[src/rtl/instr_stream_seq.sv]
// Program-level fetch sequencer: issues prog_len accepted reads, drains in-flight returns, pulses done.
// Optional stall timeout: define INSTR_STREAM_SEQ_TIMEOUT_EN.
module instr_stream_seq #(
    parameter int LEN_W                = 16,
    parameter int INSTR_MEM_RD_LATENCY = 1,
    parameter int TIMEOUT_CYC          = 1024
) (
    input  logic             clk,
    input  logic             rst,
    input  logic             start,
    input  logic [LEN_W-1:0] prog_len,
    input  logic             abort,
    output logic             instr_vld,
    input  logic             instr_mem_rd_rdy,
    input  logic             instr_vld_to_fetcher,
    input  logic             fetcher_rdy,
    output logic             busy,
    output logic             done,
    output logic             err,
    output logic [LEN_W-1:0] issued_cnt,
    output logic [LEN_W-1:0] retired_cnt
);
    typedef enum logic [1:0] {S_IDLE, S_RUN, S_DRAIN, S_DONE} state_t;

    localparam logic [LEN_W-1:0] CNT_MAX = '1;
    localparam logic [LEN_W-1:0] LAT_L   = LEN_W'(INSTR_MEM_RD_LATENCY);

    state_t           r_state, w_state_next;
    logic [LEN_W-1:0] r_len, w_len_next;
    logic [LEN_W-1:0] r_issued, w_issued_next;
    logic [LEN_W-1:0] r_retired, w_retired_next;
    logic             r_err, w_err_next;

    logic             w_idle, w_run, w_drain, w_done_st, w_active;
    logic             w_issue, w_retire, w_final, w_err_now, w_stall_hit;
    logic [LEN_W-1:0] w_issued_upd, w_retired_inc, w_retired_upd;

    assign w_idle    = (r_state == S_IDLE);
    assign w_run     = (r_state == S_RUN);
    assign w_drain   = (r_state == S_DRAIN);
    assign w_done_st = (r_state == S_DONE);
    assign w_active  = w_run || w_drain;

    assign w_issue  = w_run && instr_mem_rd_rdy;
    assign w_retire = w_active && instr_vld_to_fetcher;

    // Counters saturate at all-ones so an error storm never wraps them back to plausible values.
    assign w_issued_upd  = (w_issue && (r_issued != CNT_MAX)) ? r_issued + LEN_W'(1) : r_issued;
    assign w_retired_inc = (r_retired != CNT_MAX) ? r_retired + LEN_W'(1) : r_retired;
    assign w_retired_upd = w_retire ? w_retired_inc : r_retired;
    assign w_final       = w_issue && (r_issued == r_len - LEN_W'(1));

    assign w_err_now = (instr_vld_to_fetcher && (w_idle || w_done_st))
                    || (w_retire && (w_retired_inc > w_issued_upd))
                    || (instr_mem_rd_rdy && !w_run)
                    || (w_active && (w_issued_upd >= w_retired_upd)
                        && ((w_issued_upd - w_retired_upd) > LAT_L));

`ifdef INSTR_STREAM_SEQ_TIMEOUT_EN
    localparam int STALL_W = $clog2(TIMEOUT_CYC + 1);
    logic [STALL_W-1:0] r_stall;
    logic               w_stall_cond;

    assign w_stall_cond = w_active && fetcher_rdy && !w_issue && !w_retire;
    assign w_stall_hit  = w_stall_cond && (r_stall == STALL_W'(TIMEOUT_CYC - 1));

    always_ff @(posedge clk) begin
        if (rst || !w_stall_cond) begin
            r_stall <= '0;
        end else if (!w_stall_hit) begin
            r_stall <= r_stall + STALL_W'(1);
        end
    end
`else
    logic w_unused;
    assign w_stall_hit = 1'b0;
    assign w_unused    = fetcher_rdy | (TIMEOUT_CYC == 0);
`endif

    always_comb begin
        w_state_next   = r_state;
        w_len_next     = r_len;
        w_issued_next  = r_issued;
        w_retired_next = r_retired;
        w_err_next     = r_err | w_err_now;
        case (r_state)
            S_IDLE: begin
                if (start) begin
                    w_issued_next  = '0;
                    w_retired_next = '0;
                    w_err_next     = w_err_now;
                    if (prog_len != '0) begin
                        w_len_next   = prog_len;
                        w_state_next = S_RUN;
                    end else begin
                        w_state_next = S_DONE;
                    end
                end
            end
            S_RUN: begin
                w_issued_next  = w_issued_upd;
                w_retired_next = w_retired_upd;
                if (w_final) begin
                    w_state_next = S_DRAIN;
                end else if (abort) begin
                    // Shrink the program to what has been accepted so DRAIN waits only for those.
                    w_len_next   = w_issued_upd;
                    w_state_next = S_DRAIN;
                end
            end
            S_DRAIN: begin
                w_issued_next  = w_issued_upd;
                w_retired_next = w_retired_upd;
                if (w_retired_upd == r_len) begin
                    w_state_next = S_DONE;
                end
            end
            default: begin
                w_state_next = S_IDLE;
            end
        endcase
        if (w_stall_hit) begin
            w_state_next   = S_DONE;
            w_issued_next  = r_issued;
            w_retired_next = r_retired;
            w_len_next     = r_len;
            w_err_next     = 1'b1;
        end
    end

    always_ff @(posedge clk) begin
        if (rst) begin
            r_state   <= S_IDLE;
            r_len     <= '0;
            r_issued  <= '0;
            r_retired <= '0;
            r_err     <= 1'b0;
        end else begin
            r_state   <= w_state_next;
            r_len     <= w_len_next;
            r_issued  <= w_issued_next;
            r_retired <= w_retired_next;
            r_err     <= w_err_next;
        end
    end

    assign instr_vld   = w_run;
    assign busy        = w_active;
    assign done        = w_done_st;
    assign err         = r_err;
    assign issued_cnt  = r_issued;
    assign retired_cnt = r_retired;
endmodule
[config.mk]
export PLATFORM = sky130hd
export DESIGN_NAME = instr_stream_seq
export DESIGN_NICKNAME = d
export VERILOG_FILES = /design/src/rtl/instr_stream_seq.sv
export SDC_FILE = /design/constraint.sdc
export NUM_CORES = 1
export LEC_CHECK = 0
export CORE_ASPECT_RATIO = 0.5
export CORE_MARGIN = 3
export CORE_UTILIZATION = 50
export CTS_CLUSTER_SIZE = 14
export DETAILED_ROUTE_END_ITERATION = 12
export GPL_TIMING_DRIVEN = 0
export PLACE_DENSITY = 0.69
export SYNTH_ARGS = -nofsm -noshare
export SYNTH_HDL_FRONTEND = slang
export SYNTH_SLANG_ARGS = --single-unit
[constraint.sdc]
create_clock -name clk -period 10.57 [get_ports clk]
set_clock_uncertainty 0.2 [all_clocks]
set_input_delay 2.114 -clock clk [delete_from_list [all_inputs] [get_ports clk]]
set_output_delay 2.114 -clock clk [all_outputs]
set_load 0.01 [all_outputs]
-- After elaboration in Yosys (flattened, before gate mapping)
Index checks and enable logic that the tools add are counted.
- bits in registers: 51
- input port bits: 23
- output and inout bits: 36
- order comparisons: 3
- equality and inequality tests: 13
- muxes and demuxes: 19
- bitwise gates (word level): 1
- $add $sub $neg: 4
- reductions and logical operators: 23
- operator list (kind ; count):
    2-to-1 mux 16 bit ; 8
    case mux 16 bit (2 select lines) ; 3
    adder 16 x 1 -> 16 bit, second input constant ; 2
    == test 16 bit ; 2
    inequality test 16 bit, second input constant ; 2
    >= comparator 16 bit ; 1
    greater-than comparator 16 x 1 -> 1 bit, second input constant ; 1
    greater-than comparator 16 bit ; 1
    nonzero test 16 bit ; 1
    subtractor 16 x 1 -> 16 bit, second input constant ; 1
    subtractor 16 bit ; 1
    2-to-1 mux 2 bit ; 5
    logical AND 1 bit ; 9
    inequality test 2 bit, second input constant ; 3
    case mux 2 bit (3 select lines) ; 1
    logical OR 1 bit ; 5
    AND reduction 5 bit ; 1
    == test 2 bit, second input constant ; 2
    inequality test 2 x 1 -> 1 bit, second input constant ; 2
    nonzero test 2 bit ; 2
    inequality test 3 x 2 -> 1 bit, second input constant ; 1
    AND reduction 3 bit ; 1
    == test 2 x 1 -> 1 bit, second input constant ; 1
    zero test 2 bit ; 1
    other kinds (5) ; 6

-- Logic depth before layout (Yosys ltp)
Gate-level depths: netlist of run 1.
- depth after elaboration: 12
- depth in mapped cells: 21
- gate-level depth less buffers: 19

-- Worst setup path after synthesis of run 1
OpenSTA, ideal clock, no wires.
- path kind: input-to-reg
- from: input instr_mem_rd_rdy
- to: register r_err, in the netlist err
- arrival: 5194 ps
- stages: 18
- library setup time: 120 ps
- path slack: 5057 ps
- path through: and2_1 -> clkbuf_1 -> nand3_1 -> nor2_1 -> nand4_1 -> xor2_1 -> inv_1 -> ha_1 -> and2_1 -> clkbuf_1 -> and3_1 -> a41oi_1 -> o31ai_1 -> a22oi_1 -> nand4b_1 -> nor4b_1 -> nand4_1 -> o31a_1
- longest elaborated chain between the ends: 11
- elaborated cells between the ends (all ways): 17
- classes of those cells: add/sub: 1; order compare: 3; mux: 3; bitwise: 1; reduce/logical: 9
- ends and longest elaborated chain (element ; line ; source):
    from (decl) ; 14 ; input logic instr_mem_rd_rdy,
    parallel branches: the longest is 7 deep, another holds subtractor 16 bit ; -- ;
    logical OR 1 bit (*) ; 56 ; || (w_active && (w_issued_upd >= w_retired_upd)
    OR 1 bit ; 85 ; w_err_next = r_err | w_err_now;
    2-to-1 mux 1 bit ; 88 ; if (start) begin
    2-to-1 mux 1 bit (*) ; 86 ; case (r_state)
    to (signal assigned) ; 143 ; r_err <= w_err_next;
    to (decl) ; 32 ; logic r_err, w_err_next;
Every way passes the cells marked *.
A chain may end at the register's enable or synchronous reset.

-- Final worst setup path of run 1
Ends and elaborated chain as after synthesis.

==> flow_summary.toml, run 1 <==
[yosys]
synth.cell_area_um2 = 5790
synth-compound-area-share_pct = 21.0
synthFlopType = "dfxtp_1"
synth_top_area_cell = "dfxtp_1"
synth_seq_cells = 51
synthXorXnorAreaFrac_pct = 11.1
synthArstFlopShare_pct = 0
synth_top_family_by_area = "simple AND/OR/NAND/NOR gates"
synth-simple-area-share_pct = 29.9
syn_area_per_cell_um2 = 7.18
muxShareOfSynthArea_pct = 5.27
synthCells = 807
synth_edf_count = 0
synthAdderAreaFrac_pct = 8.08
yosysUniqueCellTypes = 77
syn_nets = 865
synth.area.top_cells = "dfxtp_1 18%, nor2_1 7.7%, ha_1 7.6%, xnor2_1 6.2%, a21oi_1 4.9%"
ys_warn_count = 0
ys_seq_area_share_pct = 17.6
synth_top_area_share_pct = 17.6

[min_path]
hold_path.class = "register to register"
whs_path_depth = 2

[power_and_ir_drop]
power_switching_uw = 596
p_clk_share_pct = 14.2
comb_power_share_pct = 64.4
intPower_uw = 623
seqPwrFrac_pct = 21.4
powerDensity_nw_per_um2 = 183
power.leakage_uw = 0.00278
netSwitchingFraction_pct = 48.9
peakVddDrop_mv = 0.148

[grt]
antenna_found_initial = 0
overflow = 0
grt_max_degree = 17
grt_pass1_wl_um = 31300
track_usage_pct = 31.7
grt_pass1_vias = 5602

[place]
portBuffers = 56
dp_hpwl_um = 16600
gp_congestion = 0.974
dp.cells = 1008

[timing]
maxSlewViolCount = 0
final-setup-viol-count = 0
rsz0062_at_grt = "false"
finalHoldViolations = 0
tightest_slew_ns = 0.893
min_period_ns = 7.10
finalSetupTns_ns = 0
maxSlewHeadroom_pct = 40.0
period_share_pct = 67.2
hold_slack_ns = 0.352
max_freq_ghz = 0.141

[worst_setup_path]
arrival_ns = 7.08
crit_fanout = 8
worstPathRequired_ns = 10.56
end_kind = "register"
critPathKind = "input port to register"
startpoint_type = "input port"
ff2ff_path_depth = 21

[clocking]
postCtsSetupBuffers = 0
clk_pin_slew_ns = 0.08
cts_tree = "yes"
clockRootBuffer = "clkbuf_16"
cts_buffers = 5
post_cts_resized = 0
worstSkewPairLatency_ns = 0.30
holdBufCountCts = 0
htree_levels = 2
cts_max_path_buffers = 2
cts.sinks = 51

[drt]
drc = 0
via_per_inst = 6.25
ant_nets = 0
via_count = 6348
dr.pass1.iters = 5
drt_iter0_drc = 875
wirelength_um = 20700
wl_per_cell_um = 20.3

[run_status]
outcome = "completed"

[floorplan]
rows = 27
die-area_um2 = 13000
io_pins = 59
start_util_pct = 52.0
die_x_um = 158
dieHeight_um = 82.1
core_area_um2 = 11100

[cells_and_area]
drive_above_1_share_pct = 5.28
area_growth_pct = 15.3
antenna_cells = 0
layout.nets = 928
stdcell_count = 1016
mostFrequentLayoutCells = "119 x nor2_1, 67 x nand2_1, 57 x a21oi_1"
final_common_cell = "nor2_1"

[run]
cap_violations = 0
-- flip-flops by register name, summed over array words and instances, names as in the netlist --
signal	flops
issued_cnt	16
r_len	16
retired_cnt	16
r_state	2
err	1
-- per-layer routing --
layer,part of all wire (%),vias up,GRT usage [%]
li1,-,3020,-
met1,47,2977,46.4
met2,41,327,47.6
met3,11,24,7.65
met4,1.3,0,6.01
met5,0,-,0
-- stage by stage --
stage	total power (uW)	worst slack [ns]	instance area, um2	util (%)
global route	1300	3.18	6680	59.9
detailed placement	1030	3.35	6540	58.6
CTS	1200	3.63	6680	59.9
floorplan	822	5.06	5790	-
finish	1220	3.47	6680	59.9
global placement	1020	3.34	6540	58.6
-- critical path, stage by stage --
cell and delay (ns):
clkdlybuf4s50_1 0.50, and2_1 0.13, clkbuf_1 0.33, nand3_1 0.19, nor2_1 0.31, nand4_1 0.32, xor2_1 0.56, inv_1 0.09
ha_1 0.39, and2_1 0.17, clkbuf_1 0.17, and3_1 0.24, a41oi_1 0.22, o31ai_1 0.15, a22oi_1 0.19, nand4b_1 0.12
nor4b_1 0.45, nand4_1 0.15, o31a_1 0.27
-- Yosys cell counts, types with 6 or more instances --
library cell / n
o21ai_0: 16
nor2b_1: 7
a21o_1: 10
inv_1: 35
nor3_1: 31
a22oi_1: 14
nor2_1: 119
a21oi_1: 57
dfxtp_1: 51
or3_1: 6
xor2_1: 29
nand2_1: 67
a211oi_1: 7
buf_2: 14
and4_1: 8
nand3_1: 24
xnor2_1: 41
ha_1: 35
a31oi_1: 12
nor4_1: 12
and2_1: 9
clkbuf_1: 38
mux2i_1: 26
and3_1: 11
nand4_1: 14
-- final timing paths --
| check | from | to | slack [ns] |
|---|---|---|---|
| worst max-delay path | instr_mem_rd_rdy | err$_SDFF_PP0_ | 3.47 |
| worst max register to register | r_state[1]$_SDFFE_PP0P_ | err$_SDFF_PP0_ | 4.69 |
| worst min-delay path | r_state[0]$_SDFFE_PP0P_ | r_state[0]$_SDFFE_PP0P_ | 0.35 |
| worst min register to register | r_state[0]$_SDFFE_PP0P_ | r_state[0]$_SDFFE_PP0P_ | 0.35 |
-- cells by family after synthesis --
family,Yosys count
buffers and inverters,97
multiplexers,30
AND/OR/NAND/NOR,344
XOR/XNOR,71
adder cells (fa/ha/maj),38
flip-flops,51
AO/OA/AOI/OAI,176
-- power by group through the flow --
| stage | clock (uW) | sequential, uW | combinational, uW |
|---|---|---|---|
| after floorplan | 0 | 255 | 567 |
| after global placement | 0 | 263 | 755 |
| after detailed placement | 0 | 263 | 766 |
| after CTS | 172 | 259 | 770 |
| after global routing | 182 | 266 | 853 |
| final | 174 | 261 | 785 |
-- cell type report --
type                    count  area (um2)
clock buffers               5         125
well taps                 145         181
plain buffers              61         275
clock inverters             3        20.0
flip-flops and latches     51        1020
fillers                  1108        4470
multi-input cells         659        4360
repair buffers             56         561
inverters                  36         135
Note: power is estimated with default switching activity, not from simulation.
==> run 2: changes to the inputs <==
--- a/config.mk
+++ b/config.mk
@@ -11,7 +11,7 @@
 export CTS_CLUSTER_SIZE = 14
 export DETAILED_ROUTE_END_ITERATION = 12
 export GPL_TIMING_DRIVEN = 0
-export PLACE_DENSITY = 0.69
+export PLACE_DENSITY = 0.71
 export SYNTH_ARGS = -nofsm -noshare
 export SYNTH_HDL_FRONTEND = slang
 export SYNTH_SLANG_ARGS = --single-unit
==> constraint.sdc (replaced) <==
create_clock -name clk -period 6.4 [get_ports clk]
set_clock_uncertainty 0.2 [all_clocks]
set_input_delay 1.28 -clock clk [delete_from_list [all_inputs] [get_ports clk]]
set_output_delay 1.28 -clock clk [all_outputs]
set_load 0.01 [all_outputs]
==> run 2 against run 1 <==
Net effect:
- combinational power increased by 66%
- largest cell class unchanged
- critical endpoint unchanged
- via count is 1.1% higher
- routed wire length is 0.13% lower
- worst hold slack is essentially flat
- largest power group unchanged
- core utilization increased by 0.067 points
- setup slack got worse by 3.2 ns
- highest routed layer unchanged
- global-route usage down 0.41 points
- critical path depth unchanged
==> flow_summary.toml, run 2 (synthesized netlist as in run 1, its figures left out) <==
[run_status]
outcome = "completed"

[cells_and_area]
mostFrequentLayoutCells = "119 x nor2_1, 67 x nand2_1, 57 x a21oi_1"
area_growth_pct = 15.4
final_common_cell = "nor2_1"
drive_above_1_share_pct = 5.28
antenna_cells = 0
layout.nets = 928

[grt]
grt_pass1_vias = 5522
antenna_found_initial = 0
grt_max_degree = 17
track_usage_pct = 31.3
grt_pass1_wl_um = 31000
overflow = 0

[timing]
rsz0062_at_grt = "false"
tightest_slew_ns = 1.03
maxSlewHeadroom_pct = 31.0
maxSlewViolCount = 0
min_period_ns = 6.14
period_share_pct = 95.9
finalSetupTns_ns = 0
worst_slack_ns = 0.264
final-setup-viol-count = 0
max_freq_ghz = 0.163
finalHoldViolations = 0

[floorplan]
start_util_pct = 52.0
dieHeight_um = 82.1
io_pins = 59
rows = 27
die_x_um = 158
die-area_um2 = 13000
core_area_um2 = 11100

[clocking]
holdBufCountCts = 0
cts_max_path_buffers = 2
cts_buffers = 5
cts.sinks = 51
cts_tree = "yes"
clockRootBuffer = "clkbuf_16"
worstSkewPairLatency_ns = 0.30
htree_levels = 2
clk_pin_slew_ns = 0.08

[worst_setup_path]
critPathKind = "input port to register"
end_kind = "register"
crit_fanout = 8
slowest_delay_ns = 0.52
worstPathRequired_ns = 6.39
crit_chain = "clkdlybuf4s50_1 > and2_1 > clkbuf_1 > nand3_1 > nor2_1 > nand4_1 > xor2_1 > inv_1 > ha_1 > and2_1 > clkbuf_1 > and3_1 > a41oi_1 > o31ai_1 > a22oi_1 > nand4b_1 > nor4b_1 > nand4_1 > o31a_1"
arrival_ns = 6.12
cp_num_buf_inv = 4
cp_top_family = "simple AND/OR/NAND/NOR gates"
crit_path_top_delay_cell = "xor2_1"
startpoint_type = "input port"

[power_and_ir_drop]
intPower_uw = 1030
powerDensity_nw_per_um2 = 302
seqPwrFrac_pct = 21.3
power_switching_uw = 986
comb_power_share_pct = 64.6
power.leakage_uw = 0.00278
netSwitchingFraction_pct = 48.9
peakVddDrop_mv = 0.342
p_clk_share_pct = 14.2

[drt]
wirelength_um = 20600
ant_nets = 0
via_count = 6421
wl_per_cell_um = 20.3
via_per_inst = 6.32
drc = 0
dr.pass1.iters = 5
drt_iter0_drc = 828

[min_path]
hold_path.class = "register to register"

[place]
gp_congestion = 0.947
preCtsSetupSlack_ns = 0.0696
dp_hpwl_um = 16400
portBuffers = 56

[run]
cap_violations = 0
## run 2: changes by cell type in the layout (fill, tap and decap cells not counted), sizes merged
cell / previous run / this run
inv: 35 / 36
clkbuf: 45 / 46
clkinv: 2 / 1
clkinvlp: 2 / 1
## run 2: final timing paths
| kind | start | endpoint | slack (ns) | depth (start not counted) |
|---|---|---|---|---|
| worst max-delay path | instr_mem_rd_rdy | err$_SDFF_PP0_ | 0.26 | 19 |
| worst min-delay path | r_state[0]$_SDFFE_PP0P_ | r_state[0]$_SDFFE_PP0P_ | 0.35 | 2 |
| worst max register to register | r_state[1]$_SDFFE_PP0P_ | err$_SDFF_PP0_ | 0.62 | 21 |
| worst min register to register | r_state[0]$_SDFFE_PP0P_ | r_state[0]$_SDFFE_PP0P_ | 0.35 | 2 |
## run 2: layout make-up
cell class | count | area (um2)
Multi-Input combinational cell | 659 | 4370
Fill cell | 1090 | 4460
Sequential cell | 51 | 1020
Buffer | 61 | 275
Inverter | 36 | 135
Clock buffer | 6 | 129
Timing Repair Buffer | 56 | 561
Tap cell | 145 | 181
Clock inverter | 2 | 16.3
## run 2: metrics by stage
stage / hold WS, ns / instance area (um2) / utilization, % / std cells / total power, uW
after global placement: 0.327 / 6540 / 58.6 / 1008 / 1680
after global routing: 0.375 / 6690 / 60.0 / 1016 / 2150
after CTS: 0.354 / 6680 / 59.9 / 1016 / 1980
after floorplan: 0.298 / 5790 / - / 807 / 1360
after detailed placement: 0.343 / 6540 / 58.6 / 1008 / 1700
final: 0.351 / 6690 / 60.0 / 1016 / 2020
## run 2: worst reg2reg max path: cells and delay by family, from the launching register on
family / cells / cell delay [ns]
AOI/OAI and AO/OA: 4 / 0.80
and+or+nand+nor: 9 / 2.05
adders and majority gates: 2 / 0.58
xor gates and xnor gates: 1 / 0.52
buffers and inverters: 5 / 1.17
DFF: 1 / 0.35
## run 2: timing repair
| item | CTS | global route |
|---|---|---|
| hold endpoints to repair | 0 | 0 |
| resized for setup | 0 | 1 |
| endpoints found under the setup margin | 0 | 1 |
| buffers inserted | 0 | 0 |
## run 2: power groups by stage
stage / Sequential [uW] / Clock [uW] / Combinational, uW
after floorplan: 421 / 0 / 936
after global placement: 432 / 0 / 1250
after detailed placement: 434 / 0 / 1260
after CTS: 427 / 288 / 1270
after global routing: 438 / 301 / 1410
final: 429 / 286 / 1300
## run 2: per-layer routing
| layer | up-vias | global-route usage (%) | wire [um] |
|---|---|---|---|
| met4 | 0 | 6.35 | 357 |
| met3 | 29 | 4.01 | 2120 |
| li1 | 3021 | - | - |
| met5 | - | 0 | 0 |
| met2 | 332 | 46.9 | 8320 |
| met1 | 3039 | 47.9 | 9830 |
